==> src/rtl/ps2_rx_frame.sv <==
// PS/2 device-to-host frame receiver: synchronises and deglitches the pins,
// decodes start/8 data/odd parity/stop frames and strobes good or bad results.
module ps2_rx_frame #(
    parameter int FILTER_LEN = 8,
    parameter int TIMEOUT    = 10000
) (
    input  logic       clk,
    input  logic       rst,
    input  logic       ps2_c,
    input  logic       ps2_d,
    input  logic       rx_en,
    output logic [7:0] rx_data,
    output logic       rx_done,
    output logic       rx_error,
    output logic       rx_busy
);

    localparam int TW = $clog2(TIMEOUT + 1);

    typedef enum logic [1:0] {
        IDLE   = 2'd0,
        DATA   = 2'd1,
        PARITY = 2'd2,
        STOP   = 2'd3
    } state_t;

    function automatic logic odd_parity_ok(input logic [7:0] data_b, input logic par_b);
        return ^{data_b, par_b};
    endfunction

    state_t                state_r, state_n;
    logic [1:0]            c_sync_r, d_sync_r;
    logic [FILTER_LEN-1:0] filt_r;
    logic                  filt_level_r, fall_edge_r;
    logic [TW-1:0]         tmo_cnt_r;
    logic [2:0]            bit_cnt_r;
    logic [7:0]            shift_r;
    logic                  parity_r;
    logic                  d_bit_s, tmo_hit_s;
    logic                  start_s, shift_s, par_cap_s, done_s, err_s;

    assign d_bit_s = d_sync_r[1];
    // Abort on the cycle the idle counter would step onto TIMEOUT-1.
    assign tmo_hit_s = (tmo_cnt_r == TW'(TIMEOUT - 2));

    // Two-flop synchronisers for both pins.
    always_ff @(posedge clk or posedge rst) begin
        if (rst) begin
            c_sync_r <= 2'b11;
            d_sync_r <= 2'b11;
        end else begin
            c_sync_r <= {c_sync_r[0], ps2_c};
            d_sync_r <= {d_sync_r[0], ps2_d};
        end
    end

    // Clock deglitch filter and registered falling-edge detect.
    always_ff @(posedge clk or posedge rst) begin
        if (rst) begin
            filt_r       <= {FILTER_LEN{1'b1}};
            filt_level_r <= 1'b1;
            fall_edge_r  <= 1'b0;
        end else begin
            filt_r      <= {filt_r[FILTER_LEN-2:0], c_sync_r[1]};
            fall_edge_r <= filt_level_r && (filt_r == {FILTER_LEN{1'b0}});
            if (filt_r == {FILTER_LEN{1'b0}}) begin
                filt_level_r <= 1'b0;
            end else if (filt_r == {FILTER_LEN{1'b1}}) begin
                filt_level_r <= 1'b1;
            end else begin
                filt_level_r <= filt_level_r;
            end
        end
    end

    // Frame FSM next-state and strobe decode.
    always_comb begin
        state_n   = state_r;
        start_s   = 1'b0;
        shift_s   = 1'b0;
        par_cap_s = 1'b0;
        done_s    = 1'b0;
        err_s     = 1'b0;
        if (!rx_en) begin
            state_n = IDLE;
        end else begin
            case (state_r)
                IDLE: begin
                    if (fall_edge_r && !d_bit_s) begin
                        state_n = DATA;
                        start_s = 1'b1;
                    end else begin
                        state_n = IDLE;
                    end
                end
                DATA: begin
                    if (fall_edge_r) begin
                        shift_s = 1'b1;
                        state_n = (bit_cnt_r == 3'd7) ? PARITY : DATA;
                    end else if (tmo_hit_s) begin
                        state_n = IDLE;
                        err_s   = 1'b1;
                    end else begin
                        state_n = DATA;
                    end
                end
                PARITY: begin
                    if (fall_edge_r) begin
                        par_cap_s = 1'b1;
                        state_n   = STOP;
                    end else if (tmo_hit_s) begin
                        state_n = IDLE;
                        err_s   = 1'b1;
                    end else begin
                        state_n = PARITY;
                    end
                end
                STOP: begin
                    if (fall_edge_r) begin
                        state_n = IDLE;
                        if (d_bit_s && odd_parity_ok(shift_r, parity_r)) begin
                            done_s = 1'b1;
                        end else begin
                            err_s = 1'b1;
                        end
                    end else if (tmo_hit_s) begin
                        state_n = IDLE;
                        err_s   = 1'b1;
                    end else begin
                        state_n = STOP;
                    end
                end
                default: begin
                    state_n = IDLE;
                end
            endcase
        end
    end

    // FSM state, frame datapath and registered outputs.
    always_ff @(posedge clk or posedge rst) begin
        if (rst) begin
            state_r   <= IDLE;
            tmo_cnt_r <= {TW{1'b0}};
            bit_cnt_r <= 3'd0;
            shift_r   <= 8'h00;
            parity_r  <= 1'b0;
            rx_data   <= 8'h00;
            rx_done   <= 1'b0;
            rx_error  <= 1'b0;
        end else begin
            state_r <= state_n;
            if ((state_r == IDLE) || fall_edge_r) begin
                tmo_cnt_r <= {TW{1'b0}};
            end else begin
                tmo_cnt_r <= tmo_cnt_r + TW'(1);
            end
            if (start_s) begin
                bit_cnt_r <= 3'd0;
            end else if (shift_s) begin
                bit_cnt_r <= bit_cnt_r + 3'd1;
            end else begin
                bit_cnt_r <= bit_cnt_r;
            end
            if (shift_s) begin
                shift_r <= {d_bit_s, shift_r[7:1]};
            end else begin
                shift_r <= shift_r;
            end
            if (par_cap_s) begin
                parity_r <= d_bit_s;
            end else begin
                parity_r <= parity_r;
            end
            if (done_s) begin
                rx_data <= shift_r;
            end else begin
                rx_data <= rx_data;
            end
            rx_done  <= done_s;
            rx_error <= err_s;
        end
    end

    assign rx_busy = (state_r != IDLE);

endmodule

==> config.mk <==
export PLATFORM = sky130hd
export DESIGN_NAME = ps2_rx_frame
export DESIGN_NICKNAME = d
export VERILOG_FILES = /design/src/rtl/ps2_rx_frame.sv
export SDC_FILE = /design/constraint.sdc
export NUM_CORES = 1
export LEC_CHECK = 0
export CORE_MARGIN = 2
export CORE_UTILIZATION = 55
export DETAILED_ROUTE_END_ITERATION = 8
export DONT_BUFFER_PORTS = 1
export HOLD_SLACK_MARGIN = 0.1
export PLACE_DENSITY_LB_ADDON = 0.2
export SYNTH_ARGS = -nofsm -noshare
export SYNTH_HDL_FRONTEND = slang
export SYNTH_SLANG_ARGS = --single-unit
==> constraint.sdc <==
create_clock -name clk -period 2.91 [get_ports clk]
set_input_delay 0.582 -clock clk [delete_from_list [all_inputs] [get_ports clk]]
set_output_delay 0.582 -clock clk [all_outputs]
set_load 0.02 [all_outputs]
==> key figures, run 1 <==
Route
  • Final ANT Viol Nets: 0
  • DRC viols: 0
  • Via count: around 1,400
  • Drt pass-1 iters: 4
  • Iteration-0 DRC Markers: 62
  • Total Wirelength: roughly 3.7 mm
  • Drt wl/cell: 15.2 um
  • Vias/cell: about 5.7

Run
  • Max capacitance violation total: 0

Floorplanning
  • Die height: 68.6 um
  • Row count: 23
  • Starting Density: 0.574
  • Die Footprint: roughly 0.0047 mm2
  • I/O pin count: 16
  • Floorplan core area: ~0.004 mm2
  • Die width: 68.6 um

Place
  • IO Port Bufs: 0
  • Hpwl dp: 2.55 mm
  • Gpl congestion: ~0.86

Clocking
  • Clk buf depth: 2
  • Clock Latency Late Sink: 0.31 ns
  • H-Tree Level Count: 2
  • Cts hold-fix bufs: 0
  • CTS root buf: clkbuf_8
  • Sink Count: 52
  • Clk slew on worst S/H paths: around 0.1 ns
  • CTS tree: done
  • Setup bufs post-CTS: 0
  • PostCTS Resize Cnt: 0
  • Cts bufs inserted: 5

Power and ir drop
  • Max rail drop VDD: around 0.00028 V
  • Cell Pwr Density: 484 mW/mm2
  • Leak Pwr: between 1 and 1.5 nW
  • Design Power: 1.18 mW

Logic synthesis
  • Post-Syn Area: ~0.0023 mm2
  • Yosys Warn Count: 0
  • Sequential share of the synthesized area: 0.574
  • Post-Syn Instances: roughly 190
  • Unique masters post-synth: 30
  • Post-Syn Area per Cell: between 10 and 15 um2
  • Post-synth net total: around 200
  • Synthesized flop and latch total: 52

Finish
  • Area Growth Syn to Fin: 6.05%
  • Final nets: approximately 200
  • Fillers: 300
  • Layout cells sized above 1: 0.229
  • Number of diodes: 0

Timing
  • Fin. max-slew vios: 0
  • Peak Freq: a little over 0.5 GHz
  • Hold Vio Cnt, Final: 0
  • Hold Worst Slack: between 0.2 and 0.3 ns
  • Fin crit share: 0.672
  • Worst clock skew: roughly 0.0085 ns
  • Final setup fails: 0
  • Worst slew pin tran: 1.01 ns
  • Final worst path period need: 1.96 ns
  • RSZ-0062 raised after global routing: false
  • Setup TNS: 0 ns
  • Worst slew margin: 0.323

Run status
  • Status: finished, final reports clean

Critical path
  • Flop-to-flop setup slack: between 0.9 and 1 ns
  • CP Launch Type: flip-flop
  • CP max FO: 9
  • Crit. End Element: flip-flop
  • Critical Path RT: slightly above 3 ns
  • CP arrival: ~2.2 ns
  • Setup CP Type: reg -> reg

Global route
  • All-Layer GR Usage: 0.184
  • Congestion Overflow GR: 0
  • Largest net degree at the start of global routing: 53
  • Vias in the first global route: around 1,400
  • Initial antenna violation count: 0
  • First-pass GRT wire length: slightly above 6 mm

Hold path
  • Hold Path Class: in -> reg
[area by class of cell]
cell class	count	area [um2]	share of cell area
clock buffer	5	68.8	0.0282
tap	50	62.6	0.0257
inverter	8	30.0	0.0123
multi-input combinational	124	935	0.384
clock inverter	3	22.5	0.00924
sequential	52	1320	0.541
[critical path: stages (launching register included)]
cell	delay (ns)
dfrtp_1	0.42
xor2_1	0.17
xnor3_2	0.45
mux2i_4	0.41
mux2_2	0.39
[registers in the layout, indices dropped and copies added (netlist names), 2 cells and up]
name,flops
shift_r,8
bit_cnt_r,3
rx_data,8
d_sync_r,2
filt_r,8
c_sync_r,2
tmo_cnt_r,14
state_r,2
[stage by stage]
stage	utilization	instance area, um2	instances	setup WS [ns]
global route	0.609	2440	242	0.890
global placement	0.586	2340	234	1.02
floorplan	-	2300	188	1.09
finish	0.609	2440	242	0.955
CTS	0.609	2440	242	0.945
detailed placement	0.586	2340	234	0.963
[Yosys cell counts]
cell type	number	area [um2]
nor4_1	7	43.8
dfrtp_1	39	976
xor2_1	5	43.8
xor3_1	1	23.8
nor2_1	20	75.1
dfstp_2	13	342
mux2i_1	3	30.0
and2_1	1	6.26
mux2i_4	1	22.5
and3_1	2	12.5
xnor2_1	9	78.8
inv_1	8	30.0
nor2b_1	2	12.5
xnor3_2	1	23.8
nor3_1	4	20.0
o21ai_0	4	20.0
a21oi_1	6	30.0
or2_2	3	18.8
mux2_2	17	191
ha_1	8	100
nand2b_1	1	6.26
o21bai_1	1	7.51
clkbuf_1	4	15.0
nand4_1	7	43.8
nor4bb_1	1	10.0
nand2_1	8	30.0
or4_1	1	7.51
or3_1	3	18.8
nand3_1	7	35.0
xnor3_1	1	22.5
[logic make-up after synthesis]
family                     Yosys count  share of synthesized area
AOI/OAI and AO/OA                   11                     0.0251
xor gates and xnor gates            17                     0.0839
adders and majority gates            8                     0.0436
buffers and inverters               12                     0.0196
DFF                                 52                      0.574
muxes                               21                      0.106
and+or+nand+nor                     67                      0.148
[final timing paths]
| path | start | endpoint | depth (start not counted) |
|---|---|---|---|
| min | ps2_c | c_sync_r[0]$_DFF_PP1_ | 0 |
| max reg2reg | shift_r[2]$_DFFE_PP0P_ | rx_data[1]$_DFFE_PP0P_ | 4 |
| min reg2reg | d_sync_r[0]$_DFF_PP1_ | d_sync_r[1]$_DFF_PP1_ | 0 |
| min in group asynchronous | rst | tmo_cnt_r[13]$_DFF_PP0_ | 1 |
| max | shift_r[2]$_DFFE_PP0P_ | rx_data[1]$_DFFE_PP0P_ | 4 |
| max in group asynchronous | rst | shift_r[4]$_DFFE_PP0P_ | 1 |
[report_power, final]
group          switching, mW  internal [mW]  leakage (nW)  total [mW]
registers            0.00693          0.740         0.682       0.747
logic                 0.0141        0.00204         0.389      0.0161
clock network          0.244          0.173        0.0485       0.417
[layer usage]
metal,up-vias,part of all wire,track usage
met5,-,0,0
met3,6,0.040,0.0552
met4,0,0.018,0.0750
li1,651,-,-
met2,23,0.48,0.299
met1,701,0.46,0.228
[placed cells by master (no fill, tap or decap), drive strengths merged, types with 5 or more instances in the layout]
master	netlist	routed
dfrtp	39	39
a21oi	6	6
inv	8	9
nor4	7	7
mux2	17	17
xnor2	9	9
ha	8	8
dfstp	13	13
nand4	7	7
xor2	5	5
nand3	7	7
clkbuf	4	5
nand2	8	8
nor2	20	20
Power figures use the tool's default switching activity.
==> run 2: changes to the inputs <==
==> constraint.sdc (replaced) <==
create_clock -name clk -period 1.9 [get_ports clk]
set_input_delay 0.38 -clock clk [delete_from_list [all_inputs] [get_ports clk]]
set_output_delay 0.38 -clock clk [all_outputs]
set_load 0.02 [all_outputs]
==> run 2 against run 1 <==
Die area stayed put. Power is 54% higher. Clock skew is 0.0028 ns lower. Clock power is 53% higher. Highest routed layer unchanged.
==> key figures, run 2 (synthesis results as in run 1) <==
Critical path
  • CP arrival: 2.07 ns (was 2.16 ns)
  • Critical Path RT: 2.10 ns (was 3.11 ns)
  • Slowest stage cell, crit path: xnor3_2 (unchanged)
  • Crit path buffers/inverters: 1 (was 0)
  • CP Launch Type: flip-flop (unchanged)
  • CP max FO: 7 (was 9)
  • Largest delay contributor family on the critical path: multiplexers (unchanged)
  • Cell chain of the critical path: xor2_1 -> xnor3_2 -> mux2i_4 -> buf_12 -> mux2_2 (was xor2_1 -> xnor3_2 -> mux2i_4 -> mux2_2)
  • Crit. End Element: flip-flop (unchanged)
  • Slowest stage delay, CP: 0.44 ns (was 0.45 ns)
  • Setup CP Type: reg -> reg (unchanged)

Floorplanning
  • Die width: 68.6 um (unchanged)
  • Die Footprint: 0.00471 mm2 (unchanged)
  • I/O pin count: 16 (unchanged)
  • Die height: 68.6 um (unchanged)
  • Row count: 23 (unchanged)
  • Starting Density: 0.574 (unchanged)
  • Floorplan core area: 0.00400 mm2 (unchanged)

Route
  • DRC viols: 0 (unchanged)
  • Iteration-0 DRC Markers: 62 (unchanged)
  • Drt wl/cell: 14.9 um (was 15.2 um)
  • Via count: 1,405 (was 1,381)
  • Drt pass-1 iters: 4 (unchanged)
  • Total Wirelength: 3.77 mm (was 3.69 mm)
  • Vias/cell: 5.55 (was 5.71)
  • Final ANT Viol Nets: 0 (unchanged)

Finish
  • Design Area, Final: 0.00255 mm2 (was 0.00244 mm2)
  • Most common cell after layout, fill and taps aside: dfrtp_1 (unchanged)
  • Multi-input logic area: 935 um2 (unchanged)
  • Number of flip-flops in the largest register: 14 (unchanged)
  • Number of diodes: 0 (unchanged)
  • Register area: 0.00132 mm2 (unchanged)
  • Fillers: 299 (was 300)
  • Final nets: 215 (was 204)
  • Most frequent cells in the layout: dfrtp_1, nor2_1, mux2_2 (unchanged)
  • Largest register by flop count: tmo_cnt_r (unchanged)
  • Area Growth Syn to Fin: 11.1% (was 6.05%)
  • Layout cells sized above 1: 0.256 (was 0.229)

Run status
  • Status: finished, final reports clean (unchanged)

Clocking
  • Clock Latency Late Sink: 0.31 ns (about the same)
  • Cts bufs inserted: 5 (unchanged)
  • Sink Count: 52 (unchanged)
  • Clk slew on worst S/H paths: 0.10 ns (about the same)
  • CTS root buf: clkbuf_8 (unchanged)
  • CTS tree: done (unchanged)
  • H-Tree Level Count: 2 (unchanged)
  • Clk buf depth: 2 (unchanged)

Timing
  • Worst slew pin tran: 0.526 ns (was 1.01 ns)
  • Fin crit share: 0.983 (was 0.672)
  • Final setup fails: 0 (unchanged)
  • Setup TNS: 0 ns (unchanged)
  • Final worst path period need: 1.87 ns (was 1.96 ns)
  • PnR worst setup slack: 0.0317 ns (was 0.955 ns)
  • Worst clock skew: 0.00572 ns (was 0.00854 ns)
  • Worst slew margin: 0.649 (was 0.323)
  • Peak Freq: 0.535 GHz (was 0.511 GHz)
  • Fin. max-slew vios: 0 (unchanged)
  • RSZ-0062 raised after global routing: true (was false)
  • Hold Vio Cnt, Final: 0 (unchanged)
  • Hold Worst Slack: 0.229 ns (was 0.265 ns)

Hold path
  • Hold Path Class: in -> reg (unchanged)

Global route
  • All-Layer GR Usage: 0.183 (was 0.184)
  • Initial antenna violation count: 0 (unchanged)
  • Vias in the first global route: 1,370 (was 1,391)
  • First-pass GRT wire length: 6.16 mm (unchanged)
  • Largest net degree at the start of global routing: 29 (was 53)
  • Congestion Overflow GR: 0 (unchanged)

Power and ir drop
  • Cell Pwr Density: 713 mW/mm2 (was 484 mW/mm2)
  • Leak Pwr: 1.18 nW (was 1.12 nW)
  • Max rail drop VDD: 0.000527 V (was 0.000281 V)
  • Design Power: 1.82 mW (was 1.18 mW)

Run
  • Max capacitance violation total: 0 (unchanged)

Place
  • Placed Area: 0.00239 mm2 (was 0.00234 mm2)
  • Hpwl dp: 2.68 mm (was 2.55 mm)
  • IO Port Bufs: 0 (unchanged)
  • Gpl congestion: 0.865 (was 0.858)
  • DP Worst Slack: -0.0173 ns (was 0.963 ns)
run 2: per-stage QoR:
step,instances,utilization
global route,253,0.638
CTS,252,0.636
floorplan,188,-
detailed placement,239,0.599
global placement,239,0.599
finish,253,0.638
run 2: final timing paths:
kind	start	endpoint	slack, ns	cells after the start
setup / recovery	shift_r[2]$_DFFE_PP0P_	rx_data[2]$_DFFE_PP0P_	0.03	5
hold reg to reg	c_sync_r[0]$_DFF_PP1_	c_sync_r[1]$_DFF_PP1_	0.36	0
hold / removal	rx_en	state_r[1]$_DFF_PP0_	0.23	2
setup reg to reg	shift_r[2]$_DFFE_PP0P_	rx_data[2]$_DFFE_PP0P_	0.03	5
min in group asynchronous	rst	bit_cnt_r[1]$_DFFE_PP0P_	0.56	2
max in group asynchronous	rst	filt_r[7]$_DFF_PP1_	0.74	3
run 2: worst register-to-register path, delay by kind of cell, from the launching register on:
family	cells	cell delay (ns)
muxes	2	0.61
DFF	1	0.40
buffers and inverters	1	0.15
xor gates and xnor gates	2	0.60
run 2: cell type report:
cell class | instances | share of cell area
clock inverter | 3 | 0.00883
tap | 50 | 0.0245
clock buffer | 5 | 0.0270
inverter | 8 | 0.0118
timing repair buffer | 11 | 0.0451
sequential | 52 | 0.516
multi-input combinational | 124 | 0.366
run 2: report_power, final:
part | switching [mW] | internal (mW)
Sequential | 0.0108 | 1.13
Combinational | 0.0243 | 0.0113
Clock | 0.375 | 0.264
run 2: layer usage:
metal	wire length [um]	GRT usage	vias up
li1	-	-	671
met1	1810	0.243	695
met2	1770	0.278	33
met3	152	0.0633	6
met4	38	0.0675	0
met5	0	0	-
run 2: what timing repair did:
item | in CTS | in global routing
resized for setup | 0 | 0
hold buffers | 3 | 0
pin swaps | 0 | 0
buffers inserted | 2 | 1
endpoints found under the setup margin | 8 | 8
endpoints found under the hold margin | 22 | 0
==> run 3: changes to the inputs <==
--- a/config.mk
+++ b/config.mk
@@ -6,10 +6,11 @@
 export NUM_CORES = 1
 export LEC_CHECK = 0
 export CORE_MARGIN = 2
-export CORE_UTILIZATION = 55
+export CORE_UTILIZATION = 30
 export DETAILED_ROUTE_END_ITERATION = 8
 export DONT_BUFFER_PORTS = 1
 export HOLD_SLACK_MARGIN = 0.1
+export MAX_ROUTING_LAYER = met4
 export PLACE_DENSITY_LB_ADDON = 0.2
 export SYNTH_ARGS = -nofsm -noshare
 export SYNTH_HDL_FRONTEND = slang
==> run 3 against run 2 <==
Power increased by 7.7%. Worst hold slack got worse by 0.0039 ns. Sequential share of layout area decreased by 2.3 points. Highest routed layer unchanged. Design area up 4.7%. Flip-flop and latch count is the same. Die area up 78%. Fmax increased by 0.87%. Cell count up 21%. Via count is essentially flat.
==> key figures, run 3 (synthesis results as in run 1) <==
Clocking
  • Clk slew on worst S/H paths: 0.10 ns (about the same)
  • Clock Latency Late Sink: 0.30 ns (was 0.31 ns)
  • CTS tree: done (unchanged)
  • Clk buf depth: 2 (unchanged)
  • Cts bufs inserted: 5 (unchanged)
  • H-Tree Level Count: 2 (unchanged)
  • Sink Count: 52 (unchanged)
  • CTS root buf: clkbuf_8 (unchanged)

Critical path
  • Slowest stage delay, CP: 0.48 ns (was 0.44 ns)
  • Setup CP Type: reg -> reg (unchanged)
  • Flop-to-flop setup slack: 0.05 ns (was 0.03 ns)
  • Critical Path RT: 2.10 ns (about the same)
  • CP max FO: 9 (was 7)
  • CP Launch Type: flip-flop (unchanged)
  • Crit. End Element: flip-flop (unchanged)
  • Crit path buffers/inverters: 1 (unchanged)
  • CP arrival: 2.05 ns (was 2.07 ns)
  • Cell chain of the critical path: xnor2_1 -> xnor3_2 -> mux2i_4 -> buf_12 -> mux2_2 (was xor2_1 -> xnor3_2 -> mux2i_4 -> buf_12 -> mux2_2)
  • Slowest stage cell, crit path: xnor3_2 (unchanged)
  • Largest delay contributor family on the critical path: XOR/XNOR gates (was multiplexers)

Floorplanning
  • Floorplan core area: 0.00733 mm2 (was 0.00400 mm2)
  • Die Footprint: 0.00837 mm2 (was 0.00471 mm2)
  • Die height: 91.5 um (was 68.6 um)
  • Die width: 91.5 um (was 68.6 um)
  • I/O pin count: 16 (unchanged)
  • Starting Density: 0.313 (was 0.574)
  • Row count: 31 (was 23)

Route
  • M1 WL: 1.91 mm (was 1.81 mm)
  • DRC viols: 0 (unchanged)
  • Iteration-0 DRC Markers: 47 (was 62)
  • Final ANT Viol Nets: 0 (unchanged)
  • Vias/cell: 4.59 (was 5.55)
  • Total Wirelength: 3.87 mm (was 3.77 mm)
  • Met2 routed WL: 1.71 mm (was 1.77 mm)
  • Drt wl/cell: 12.6 um (was 14.9 um)
  • Via count: 1,404 (was 1,405)
  • Highest metal used: met4 (unchanged)
  • Metal3 WL: 178 um (was 152 um)
  • Drt pass-1 iters: 4 (unchanged)

Timing
  • Fin. max-slew vios: 0 (unchanged)
  • Final setup fails: 0 (unchanged)
  • Fin crit share: 0.975 (was 0.983)
  • Peak Freq: 0.540 GHz (was 0.535 GHz)
  • Worst slew margin: 0.753 (was 0.649)
  • RSZ-0062 raised after global routing: true (unchanged)
  • PnR worst setup slack: 0.0479 ns (was 0.0317 ns)
  • Worst clock skew: 0.00439 ns (was 0.00572 ns)
  • Hold Vio Cnt, Final: 0 (unchanged)
  • Final worst path period need: 1.85 ns (was 1.87 ns)
  • Worst slew pin tran: 0.368 ns (was 0.526 ns)

Power and ir drop
  • Max rail drop VDD: 0.000276 V (was 0.000527 V)
  • Design Power: 1.96 mW (was 1.82 mW)
  • Leak Pwr: 1.21 nW (was 1.18 nW)
  • Cell Pwr Density: 734 mW/mm2 (was 713 mW/mm2)

Finish
  • Layout cells sized above 1: 0.271 (was 0.256)
  • Fillers: 717 (was 299)
  • Number of flip-flops in the largest register: 14 (unchanged)
  • Number of diodes: 0 (unchanged)
  • Most common cell after layout, fill and taps aside: dfrtp_1 (unchanged)
  • Register area: 0.00132 mm2 (unchanged)
  • Most frequent cells in the layout: dfrtp_1, nor2_1, mux2_2 (unchanged)
  • Largest register by flop count: tmo_cnt_r (unchanged)
  • Area Growth Syn to Fin: 16.2% (was 11.1%)
  • Final nets: 219 (was 215)
  • Multi-input logic area: 938 um2 (was 935 um2)

Global route
  • Vias in the first global route: 1,404 (was 1,370)
  • All-Layer GR Usage: 0.106 (was 0.183)
  • Largest net degree at the start of global routing: 38 (was 29)
  • Initial antenna violation count: 0 (unchanged)
  • First-pass GRT wire length: 6.89 mm (was 6.16 mm)
  • Congestion Overflow GR: 0 (unchanged)

Place
  • IO Port Bufs: 0 (unchanged)
  • Hpwl dp: 2.66 mm (was 2.68 mm)
  • DP Worst Slack: -0.0407 ns (was -0.0173 ns)
  • Gpl congestion: 0.752 (was 0.865)

Run status
  • Status: finished, final reports clean (unchanged)

Run
  • Max capacitance violation total: 0 (unchanged)

Hold path
  • Hold Path Class: in -> reg (unchanged)
## run 3: changes by cell type in the layout (fill, tap and decap cells not counted)
cell,delta
buf_4,+4
bufinv_16,+1
clkinv_2,-1
clkinv_4,-1
clkinvlp_4,+1
mux2_2,-1
mux2_4,+1
## run 3: area by class of cell
class                      instances  share of cell area
sequential                        52               0.493
tap                               99              0.0464
clock inverter                     3              0.0173
clock buffer                       5              0.0258
inverter                           8              0.0112
timing repair buffer              15              0.0544
multi-input combinational        124               0.351
## run 3: worst register-to-register path, stage by stage (launching register included)
cell and delay [ns]:
dfrtp_1 0.43, xnor2_1 0.15, xnor3_2 0.48, mux2i_4 0.20, buf_12 0.15, mux2_2 0.33
## run 3: worst paths after layout
check                      depth (start not counted)              startpoint                      to
min reg2reg                                        0   d_sync_r[0]$_DFF_PP1_   d_sync_r[1]$_DFF_PP1_
max                                                5  shift_r[3]$_DFFE_PP0P_  rx_data[4]$_DFFE_PP0P_
min in group asynchronous                          2                     rst       rx_done$_DFF_PP0_
max in group asynchronous                          3                     rst   d_sync_r[0]$_DFF_PP1_
min                                                2                   rx_en    state_r[1]$_DFF_PP0_
max reg2reg                                        5  shift_r[3]$_DFFE_PP0P_  rx_data[4]$_DFFE_PP0P_
## run 3: what timing repair did
| item | 4_1_cts | 5_1_grt |
|---|---|---|
| gates cloned | 0 | 0 |
| gates resized for setup | 0 | 1 |
| pin swaps | 0 | 1 |
| setup endpoints to repair | 8 | 8 |
| hold endpoints to repair | 17 | 0 |
| hold buffers | 3 | 0 |
| buffers inserted | 1 | 3 |
## run 3: routing by layer
layer | vias up | GRT usage
li1 | 686 | -
met1 | 690 | 0.138
met2 | 21 | 0.153
met3 | 7 | 0.0324
met4 | 0 | 0.0417
met5 | - | -
## run 3: power by group
| group | internal [mW] | switching, mW |
|---|---|---|
| Combinational | 0.0113 | 0.0250 |
| Sequential | 1.13 | 0.0103 |
| Clock | 0.397 | 0.383 |
| Total | 1.54 | 0.418 |
## run 3: through the flow
stage               cell area (um2)  hold slack, ns  TNS, ns  std cells  utilization
floorplan                      2300           0.345        0        188            -
global placement               2480           0.266  -0.0950        291        0.338
detailed placement             2480           0.264   -0.291        291        0.338
CTS                            2640           0.208        0        303        0.361
global route                   2670           0.209   -0.167        306        0.364
finish                         2670           0.226        0        306        0.364
